$ cat config.mk
export PLATFORM = sky130hd
export DESIGN_NAME = instruction_fetch_unit_flat
export DESIGN_NICKNAME = d
export VERILOG_FILES = /design/src/rtl/instruction_fetch_unit_if.sv /design/src/rtl/instruction_fetch_unit.sv /design/src/flat_wrapper.sv
export SDC_FILE = /design/constraint.sdc
export NUM_CORES = 1
export LEC_CHECK = 0
export CAP_MARGIN = 20
export CORE_MARGIN = 4
export CORE_UTILIZATION = 44
export DETAILED_ROUTE_END_ITERATION = 8
export GPL_TIMING_DRIVEN = 0
export PLACE_DENSITY = 0.71
export SETUP_SLACK_MARGIN = 0.2
export SYNTH_ARGS = -nofsm -noshare
export SYNTH_HDL_FRONTEND = slang
export SYNTH_SLANG_ARGS = --single-unit
export TNS_END_PERCENT = 5
$ cat constraint.sdc
create_clock -name Clk -period 5.4 [get_ports Clk]
set_input_delay 0.81 -clock Clk [delete_from_list [all_inputs] [get_ports Clk]]
set_output_delay 0.81 -clock Clk [all_outputs]
set_load 0.005 [all_outputs]
$ cat src/rtl/instruction_fetch_unit_if.sv
// Fetch-side port of the unified instruction/data memory.
// The fetch unit is the master; the memory returns the word combinationally.
interface instruction_fetch_unit_if;
   logic        instruction_memory_en;
   logic [31:0] instruction_memory_a;
   logic [31:0] instruction_memory_v;

   modport master (
      output instruction_memory_en,
      output instruction_memory_a,
      input  instruction_memory_v
   );

   modport slave (
      input  instruction_memory_en,
      input  instruction_memory_a,
      output instruction_memory_v
   );
endinterface

$ cat src/rtl/instruction_fetch_unit.sv
// Fetch stage: walks the PC through memory into a small prefetch FIFO for decode,
// handles branch redirects, and drops the memory enable on halt or fetch fault.
module instruction_fetch_unit #(
   parameter logic [31:0] RESET_PC   = 32'h0000_0000,
   parameter logic [31:0] ADDR_MAX   = 32'h0000_FFFC,
   parameter int unsigned FIFO_DEPTH = 2
) (
   input  logic                            Clk,
   input  logic                            Reset,
   instruction_fetch_unit_if.master        imem,
   input  logic                            stall,
   input  logic                            branch_taken,
   input  logic [31:0]                     branch_target,
   input  logic                            halt,
   output logic                            inst_valid,
   output logic [31:0]                     inst_out,
   output logic [31:0]                     inst_pc,
   output logic                            fetch_fault
);

   typedef enum logic [1:0] {
      S_RUN,
      S_HALT,
      S_FAULT
   } state_t;

   localparam logic [2:0] CNT_DEPTH = 3'(FIFO_DEPTH);
   localparam logic [1:0] LAST_PTR  = 2'(FIFO_DEPTH - 1);

   state_t      state;
   logic [31:0] pc;
   logic        en_q;
   logic        fault_q;
   logic [2:0]  count;
   logic [1:0]  rd_ptr;
   logic [1:0]  wr_ptr;
   // Storage is sized for the largest legal depth; only FIFO_DEPTH slots are used.
   logic [31:0] fifo_ins [4];
   logic [31:0] fifo_pc  [4];
   logic [31:0] last_ins;
   logic [31:0] last_pc;
   logic        pop;
   logic        push;

   function automatic logic [1:0] nxt_ptr(input logic [1:0] p);
      return (p == LAST_PTR) ? 2'd0 : p + 2'd1;
   endfunction

   assign imem.instruction_memory_a  = pc;
   assign imem.instruction_memory_en = en_q;
   assign fetch_fault                = fault_q;

   // When the FIFO is empty the head outputs replay whatever was shown last cycle.
   always_comb begin
      inst_valid = (count != 3'd0);
      pop        = inst_valid & ~stall;
      push       = (count < CNT_DEPTH) | pop;
      inst_out   = inst_valid ? fifo_ins[rd_ptr] : last_ins;
      inst_pc    = inst_valid ? fifo_pc[rd_ptr]  : last_pc;
   end

   always_ff @(posedge Clk) begin
      if (Reset) begin
         state    <= S_RUN;
         pc       <= RESET_PC;
         en_q     <= 1'b1;
         fault_q  <= 1'b0;
         count    <= '0;
         rd_ptr   <= '0;
         wr_ptr   <= '0;
         last_ins <= '0;
         last_pc  <= '0;
         for (int unsigned i = 0; i < 4; i++) begin
            fifo_ins[i] <= '0;
            fifo_pc[i]  <= '0;
         end
      end else begin
         last_ins <= inst_out;
         last_pc  <= inst_pc;
         case (state)
            S_RUN: begin
               if (halt) begin
                  state  <= S_HALT;
                  en_q   <= 1'b0;
                  count  <= '0;
                  rd_ptr <= '0;
                  wr_ptr <= '0;
               end else if (branch_taken) begin
                  count  <= '0;
                  rd_ptr <= '0;
                  wr_ptr <= '0;
                  pc     <= branch_target;
                  if (branch_target[1:0] != 2'b00) begin
                     state   <= S_FAULT;
                     fault_q <= 1'b1;
                     en_q    <= 1'b0;
                  end
               end else if (push && (pc > ADDR_MAX)) begin
                  // PC already stepped past the last word; freeze it there.
                  state   <= S_FAULT;
                  fault_q <= 1'b1;
                  en_q    <= 1'b0;
                  count   <= '0;
                  rd_ptr  <= '0;
                  wr_ptr  <= '0;
               end else begin
                  if (push) begin
                     fifo_ins[wr_ptr] <= imem.instruction_memory_v;
                     fifo_pc[wr_ptr]  <= pc;
                     wr_ptr           <= nxt_ptr(wr_ptr);
                     pc               <= pc + 32'd4;
                  end
                  if (pop) begin
                     rd_ptr <= nxt_ptr(rd_ptr);
                  end
                  if (push && !pop) begin
                     count <= count + 3'd1;
                  end
               end
            end
            default: begin
               // HALT and FAULT are terminal until Reset.
            end
         endcase
      end
   end

endmodule

$ cat src/flat_wrapper.sv
// flat-port wrapper written by rule: the top's interface ports become plain ports
module instruction_fetch_unit_flat 
#(
   parameter logic [31:0] RESET_PC   = 32'h0000_0000,
   parameter logic [31:0] ADDR_MAX   = 32'h0000_FFFC,
   parameter int unsigned FIFO_DEPTH = 2
)
  (Clk, Reset, stall, branch_taken, branch_target, halt, inst_valid, inst_out, inst_pc, fetch_fault, imem_instruction_memory_en, imem_instruction_memory_a, imem_instruction_memory_v);
  instruction_fetch_unit_if imem_i ();
  input  logic Clk;
  input  logic Reset;
  input  logic stall;
  input  logic branch_taken;
  input  logic [31:0] branch_target;
  input  logic halt;
  output logic inst_valid;
  output logic [31:0] inst_out;
  output logic [31:0] inst_pc;
  output logic fetch_fault;
  output wire logic [$bits(imem_i.instruction_memory_en)-1:0] imem_instruction_memory_en;
  output wire logic [$bits(imem_i.instruction_memory_a)-1:0] imem_instruction_memory_a;
  input wire logic [$bits(imem_i.instruction_memory_v)-1:0] imem_instruction_memory_v;
  assign imem_instruction_memory_en = imem_i.instruction_memory_en;
  assign imem_instruction_memory_a = imem_i.instruction_memory_a;
  assign imem_i.instruction_memory_v = imem_instruction_memory_v;
  instruction_fetch_unit #(.RESET_PC(RESET_PC), .ADDR_MAX(ADDR_MAX), .FIFO_DEPTH(FIFO_DEPTH)) u_core (.Clk(Clk), .Reset(Reset), .imem(imem_i), .stall(stall), .branch_taken(branch_taken), .branch_target(branch_target), .halt(halt), .inst_valid(inst_valid), .inst_out(inst_out), .inst_pc(inst_pc), .fetch_fault(fetch_fault));
endmodule
==> results of run 1 <==
## worst max-delay path: stages (launching register included)
cell and delay (ns):
dfxtp_1 0.35, inv_1 0.07, ha_1 0.13, nor2b_1 0.47, clkbuf_1 0.79, clkbuf_1 0.47
nand2_1 0.10, nand2_1 0.11, clkdlybuf4s50_1 0.51
## flip-flops by register name, indices dropped and copies added, names as in the netlist, 2 cells and up, named ones only
register / flops
u_core.fifo_ins: 128
u_core.fifo_pc: 128
u_core.imem.instruction_memory_a: 32
u_core.last_ins: 32
u_core.last_pc: 32
u_core.count: 3
u_core.rd_ptr: 2
u_core.state: 2
u_core.wr_ptr: 2
## layout make-up
class / count / area [um^2]
Clock buffer: 59 / 1160
Tap cell: 455 / 569
Buffer: 80 / 352
Timing Repair Buffer: 171 / 1780
Multi-Input combinational cell: 819 / 5440
Inverter: 11 / 41.3
Fill cell: 2871 / 15200
Clock inverter: 12 / 109
Sequential cell: 365 / 9870
## logic make-up after synthesis
group           Yosys count  synth area share
compound gates           87            0.0380
flops                   365             0.639
other cells               1          0.000243
fa+ha+maj                 3           0.00243
mux                      67            0.0953
xor+xnor                  2           0.00113
simple gates            596             0.198
buf+inv                  91            0.0254
## worst max-delay path by stage
stage / cells after the start / to / slack (ns) / start
final: 8 / inst_out[30] / 1.07 / u_core.count[1]
after global routing: 8 / inst_pc[23] / 0.78 / u_core.count[1]
after CTS: 8 / inst_out[30] / 1.0 / u_core.count[1]
after detailed placement: 8 / u_core.fifo_pc[2][30] / 1.09 / halt
after global placement: 5 / u_core.fifo_pc[3][29] / -0.37 / halt
after floorplan: 4 / u_core.fifo_ins[3][0] / 1.89 / halt
## report_power, final
group	switching [uW]	internal, uW	total [uW]
Combinational	513	455	967
Clock	1040	1580	2630
Sequential	80.1	3180	3260
## routing by layer
layer	vias to the layer above	share of wire	GRT usage
li1	4804	-	-
met1	4994	0.43	0.270
met2	305	0.49	0.332
met3	53	0.059	0.0411
met4	2	0.018	0.0453
met5	-	0.00021	0
## placed cells by master (no fill, tap or decap), drive strengths merged, types with 2 or more instances in the layout
| cell | Yosys | routed |
|---|---|---|
| a22oi | 3 | 3 |
| edfxtp | 256 | 256 |
| nand3 | 11 | 11 |
| buf | 19 | 23 |
| o311a | 2 | 2 |
| ha | 3 | 3 |
| nor2 | 35 | 35 |
| and3 | 3 | 3 |
| nor2b | 66 | 66 |
| clkdlybuf4s50 | 0 | 167 |
| and4 | 4 | 4 |
| o31ai | 10 | 10 |
| dfxtp | 109 | 109 |
| mux4 | 64 | 64 |
| inv | 10 | 10 |
| nand4 | 5 | 5 |
| conb | 1 | 64 |
| mux2i | 2 | 2 |
| a21oi | 29 | 29 |
| o21ai | 12 | 12 |
| nand2 | 237 | 237 |
| nor3b | 2 | 2 |
| xnor2 | 2 | 2 |
| o211ai | 6 | 6 |
| bufinv | 0 | 2 |
| nor4 | 11 | 11 |
| clkinv | 1 | 10 |
| o41ai | 4 | 4 |
| nand3b | 2 | 2 |
| a221oi | 5 | 5 |
| or2 | 6 | 6 |
| clkbuf | 61 | 120 |
| a31oi | 2 | 2 |
| and2 | 190 | 190 |
| nor3 | 19 | 19 |
| a211oi | 5 | 5 |
| and3b | 2 | 2 |
## stage by stage
step / setup WS (ns) / utilization / hold slack (ns) / instances
2_1_floorplan: 1.89 / - / 0.404 / 1275
3_5_place_dp: 1.09 / 0.523 / 0.439 / 1901
5_1_grt: 0.778 / 0.559 / 0.463 / 1972
6_report: 1.07 / 0.559 / 0.451 / 1972
3_3_place_gp: -0.371 / 0.519 / 0.421 / 1897
4_1_cts: 0.998 / 0.559 / 0.450 / 1972
==> reports/summary.txt, run 1 <==
Clock Sinks -> 365
Input/output buffers -> 167
Status -> finished clean
Relative slew slack -> 0.346
Average routed wire per standard cell -> 19.4 um
Leakage -> 0.00711 uW
DR pass1 iterations -> 5
#FFs+latches synth -> 365
Power density cells -> 355 nW/um^2
CP Capture Type -> output pin
Post-synth top cells -> edfxtp_1, nand2_1, and2_1
FF-to-FF setup slack -> 1.88 ns
Vias per inst -> 5.15
Layout cell share with drive strength beyond 1 -> 0.103
Final std cell area, no fill -> 19300 um^2
Hold Violations, Final -> 0
Max-cap violation count -> 0
Clock tree from TritonCTS -> yes
Die H -> 195 um
Initial antenna violation count -> 1
Data required time of the critical path -> 4.59 ns
Hold Buf Count CTS -> 0
Hold Startpoint -> u_core.rd_ptr[1]
Post-CTS Setup Bufs -> 0
Min Tclk post-route -> 4.33 ns
Hpwl dp -> 25500 um
Yosys Warn Count -> 0
Worst min path class -> reg -> reg
EDFF count, synth -> 256
Post-synthesis sequential area ratio -> 0.639
CP Launch Type -> flop
Global placer's final weighted congestion -> 0.882
Clock-pin slew on the worst setup and hold paths -> 0.06 ns
Final setup vio count -> 0
Synthesis-to-finish area growth -> 25.1%
Final Net Count -> 1559
Synth top area share -> 0.498
Via count -> 10200
Initial core utilization -> 0.447
Fin crit share -> 0.802
First-pass GRT wire length -> 59900 um
Longest Clk Path Bufs -> 3
Vias in the first global route -> 10600
Worst reg-to-reg path cell count -> 10
Synth top area cells -> edfxtp_1, dfxtp_1, mux4_2, and2_1, nand2_1
Synth area leader -> edfxtp_1
Antenna Cells -> 0
Worst Skew -> 0.0215 ns
Worst Hold End -> u_core.rd_ptr[1]
Hold depth -> 2
Critical Path AT -> 3.52 ns
CTS resizes -> 0
VDD IR max -> 0.181 mV
Core area -> 34500 um^2
Number of CTS-inserted buffers -> 39
Die area -> 38200 um^2
Setup CP Type -> reg -> out
DRT iter0 DRCs -> 624
Clock H-tree levels -> 2
Commonest register cell after synthesis -> edfxtp_1
RR Startpoint -> u_core.count[1]
Cell Rows -> 68
Final Slew Violations -> 0
Synth async-reset ratio -> 0
Cell count after synthesis -> 1212
CTS root buf -> clkbuf_16
# IOs -> 168
Post-synthesis area per instance -> 12.7 um^2
Total Power -> 6850 uW
Remaining DRCs -> 0
Count leader, synth -> edfxtp_1
DP Area -> 18100 um^2
Post-synthesis instance area -> 15400 um^2
RSZ-0062 raised after global routing -> no
Die X-Extent -> 195 um
Gr usage total -> 0.199
WL final -> 38200 um
FMAX -> 0.231 GHz
Yosys cell types -> 58
Overflow after GRT -> 0
Max Fanout on Critical Path -> 10
Largest net degree at the start of global routing -> 60
Worst Tran Pin Value -> 0.981 ns
RR Endpoint -> u_core.fifo_pc[2][18]
Setup TNS -> 0 ns
Worst skew pair latency -> 0.52 ns
Antenna Nets Post-Route -> 0
Note: power is estimated with default switching activity, not from simulation.
==> run 2, diff against run 1 <==
==> constraint.sdc (replaced) <==
create_clock -name Clk -period 4.4 [get_ports Clk]
set_input_delay 0.66 -clock Clk [delete_from_list [all_inputs] [get_ports Clk]]
set_output_delay 0.66 -clock Clk [all_outputs]
set_load 0.005 [all_outputs]
==> run 2 against run 1 <==
Against the previous run: first-iteration DRC count decreased by 3.4%; worst setup slack got worse by 0.54 ns; critical path depth unchanged; register-to-register slack got worse by 1.0 ns; clock skew increased by 0.00054 ns; cell area about the same; largest cell class unchanged.
==> reports/summary.txt, run 2 (synthesis gave the netlist of run 1 again) <==
Status -> finished clean
Core area -> 34500 um^2
First-pass GRT wire length -> 59900 um
RSZ-0062 raised after global routing -> no
Worst Tran Pin Value -> 0.866 ns
Register Area -> 9870 um^2
Gr usage total -> 0.199
Levels on crit path -> 8
Average routed wire per standard cell -> 19.4 um
Worst Skew -> 0.0220 ns
Die area -> 38200 um^2
Core Util, Final -> 0.559
Post-CTS Setup Bufs -> 0
Antenna Nets Post-Route -> 0
Min Tclk post-route -> 3.87 ns
Clock tree from TritonCTS -> yes
Detail Route met2 WL -> 18700 um
VDD IR max -> 0.222 mV
Met3 WL -> 2250 um
Fin crit share -> 0.880
WL final -> 38200 um
Leakage -> 0.00712 uW
Highest-count cells in the layout ignoring fill and taps -> edfxtp_1, nand2_1, and2_1
Uppermost routed layer -> met5
Cell Rows -> 68
DR pass1 iterations -> 5
Overflow after GRT -> 0
Hold Buf Count CTS -> 0
Die H -> 195 um
Input/output buffers -> 167
CTS root buf -> clkbuf_16
Vias per inst -> 5.15
Delay-heaviest family, CP -> buffers and inverters
Worst min path class -> reg -> reg
Max Fanout on Critical Path -> 10
RR Startpoint -> u_core.count[1]
FMAX -> 0.258 GHz
Max-cap violation count -> 0
Final Net Count -> 1559
Clock H-tree levels -> 2
Area of the multi-input gates -> 5440 um^2
Final Slew Violations -> 0
Max incr delay on CP -> 0.51 ns
Setup CP Type -> reg -> out
Critical-path top delay cell -> clkdlybuf4s50_1
Hold Violations, Final -> 0
# IOs -> 168
CP dominant cell by count -> nand2_1
Hpwl dp -> 25500 um
Most common cell after layout, fill and taps aside -> edfxtp_1
Initial core utilization -> 0.447
Synthesis-to-finish area growth -> 25.1%
Setup crit end -> inst_out[30]
FILL cells -> 2870
Largest net degree at the start of global routing -> 60
Die X-Extent -> 195 um
Post-Route M1 WL -> 16500 um
Relative slew slack -> 0.422
Antenna Cells -> 0
Worst reg-to-reg path cell count -> 10
Number of CTS-inserted buffers -> 39
Via count -> 10100
Longest Clk Path Bufs -> 3
CP Launch Type -> flop
Power density cells -> 435 nW/um^2
DRT iter0 DRCs -> 603
Clock Sinks -> 365
Layout cell share with drive strength beyond 1 -> 0.103
Global placer's final weighted congestion -> 0.882
Worst skew pair latency -> 0.52 ns
Remaining DRCs -> 0
CTS resizes -> 1
Final setup vio count -> 0
Critical Path AT -> 3.21 ns
Crit. Startpoint -> u_core.count[1]
FF-to-FF setup slack -> 0.88 ns
RR Endpoint -> u_core.fifo_pc[2][18]
Vias in the first global route -> 10600
WP buf/inv -> 4
Initial antenna violation count -> 1
Data required time of the critical path -> 3.74 ns
Post-Place Setup Slack -> 0.236 ns
Crit-path cells -> inv_1, ha_1, nor2b_1, clkbuf_2, clkbuf_1, nand2_1, nand2_1, clkdlybuf4s50_1
CP Capture Type -> output pin
Clock-pin slew on the worst setup and hold paths -> 0.06 ns
Largest regs -> u_core.fifo_ins: 128 flops, u_core.fifo_pc: 128 flops
Worst setup margin -> 0.526 ns
==> run 2: how the worst min path moves through the flow <==
stage	startpoint	to	slack, ns	cells past startpoint
after global routing	u_core.rd_ptr[1]	u_core.rd_ptr[1]	0.46	2
after detailed placement	u_core.rd_ptr[1]	u_core.rd_ptr[1]	0.44	2
final	u_core.rd_ptr[1]	u_core.rd_ptr[1]	0.45	2
after global placement	u_core.rd_ptr[1]	u_core.rd_ptr[1]	0.42	2
after CTS	u_core.rd_ptr[1]	flop	0.45	2
after floorplan	u_core.rd_ptr[1]	flop	0.40	2
==> run 2: layout make-up <==
| cell class | instances | area share |
|---|---|---|
| plain buffers | 80 | 0.0183 |
| clock buffers | 59 | 0.0602 |
| clock inverters | 12 | 0.00563 |
| inverters | 11 | 0.00214 |
| multi-input cells | 819 | 0.281 |
| flip-flops and latches | 365 | 0.511 |
| well taps | 455 | 0.0295 |
| repair buffers | 171 | 0.0922 |
==> run 2: per-stage QoR <==
stage	instances	total power [uW]	instance area (um^2)	hold WS (ns)	setup TNS, ns
6_report	1972	8410	19300	0.451	0
5_1_grt	1972	8740	19300	0.463	0
4_1_cts	1972	8480	19300	0.450	0
3_5_place_dp	1901	5270	18100	0.439	0
3_3_place_gp	1897	5230	17900	0.421	-157.62
2_1_floorplan	1275	4620	15700	0.404	0
==> run 2: where the power goes <==
part / switching (uW) / internal [uW] / total, uW / leakage (uW)
logic: 628 / 558 / 1190 / 0.00303
registers: 98.4 / 3900 / 4000 / 0.00346
clock network: 1280 / 1940 / 3220 / 0.000625
total: 2000 / 6400 / 8410 / 0.00712
==> run 2: routing by layer <==
metal	up-vias	global-route usage
met5	-	0
met4	2	0.0458
met3	56	0.0411
met1	4976	0.270
li1	4801	-
met2	311	0.332
==> run 2: worst register-to-register path: stages (launching register included) <==
cell	delay (ns)
dfxtp_1	0.40
inv_1	0.07
ha_1	0.17
nor2b_1	0.22
o22ai_1	0.28
nand2_1	0.19
nor3_1	0.31
and3b_1	0.45
buf_2	0.29
or2_4	0.47
buf_16	0.31
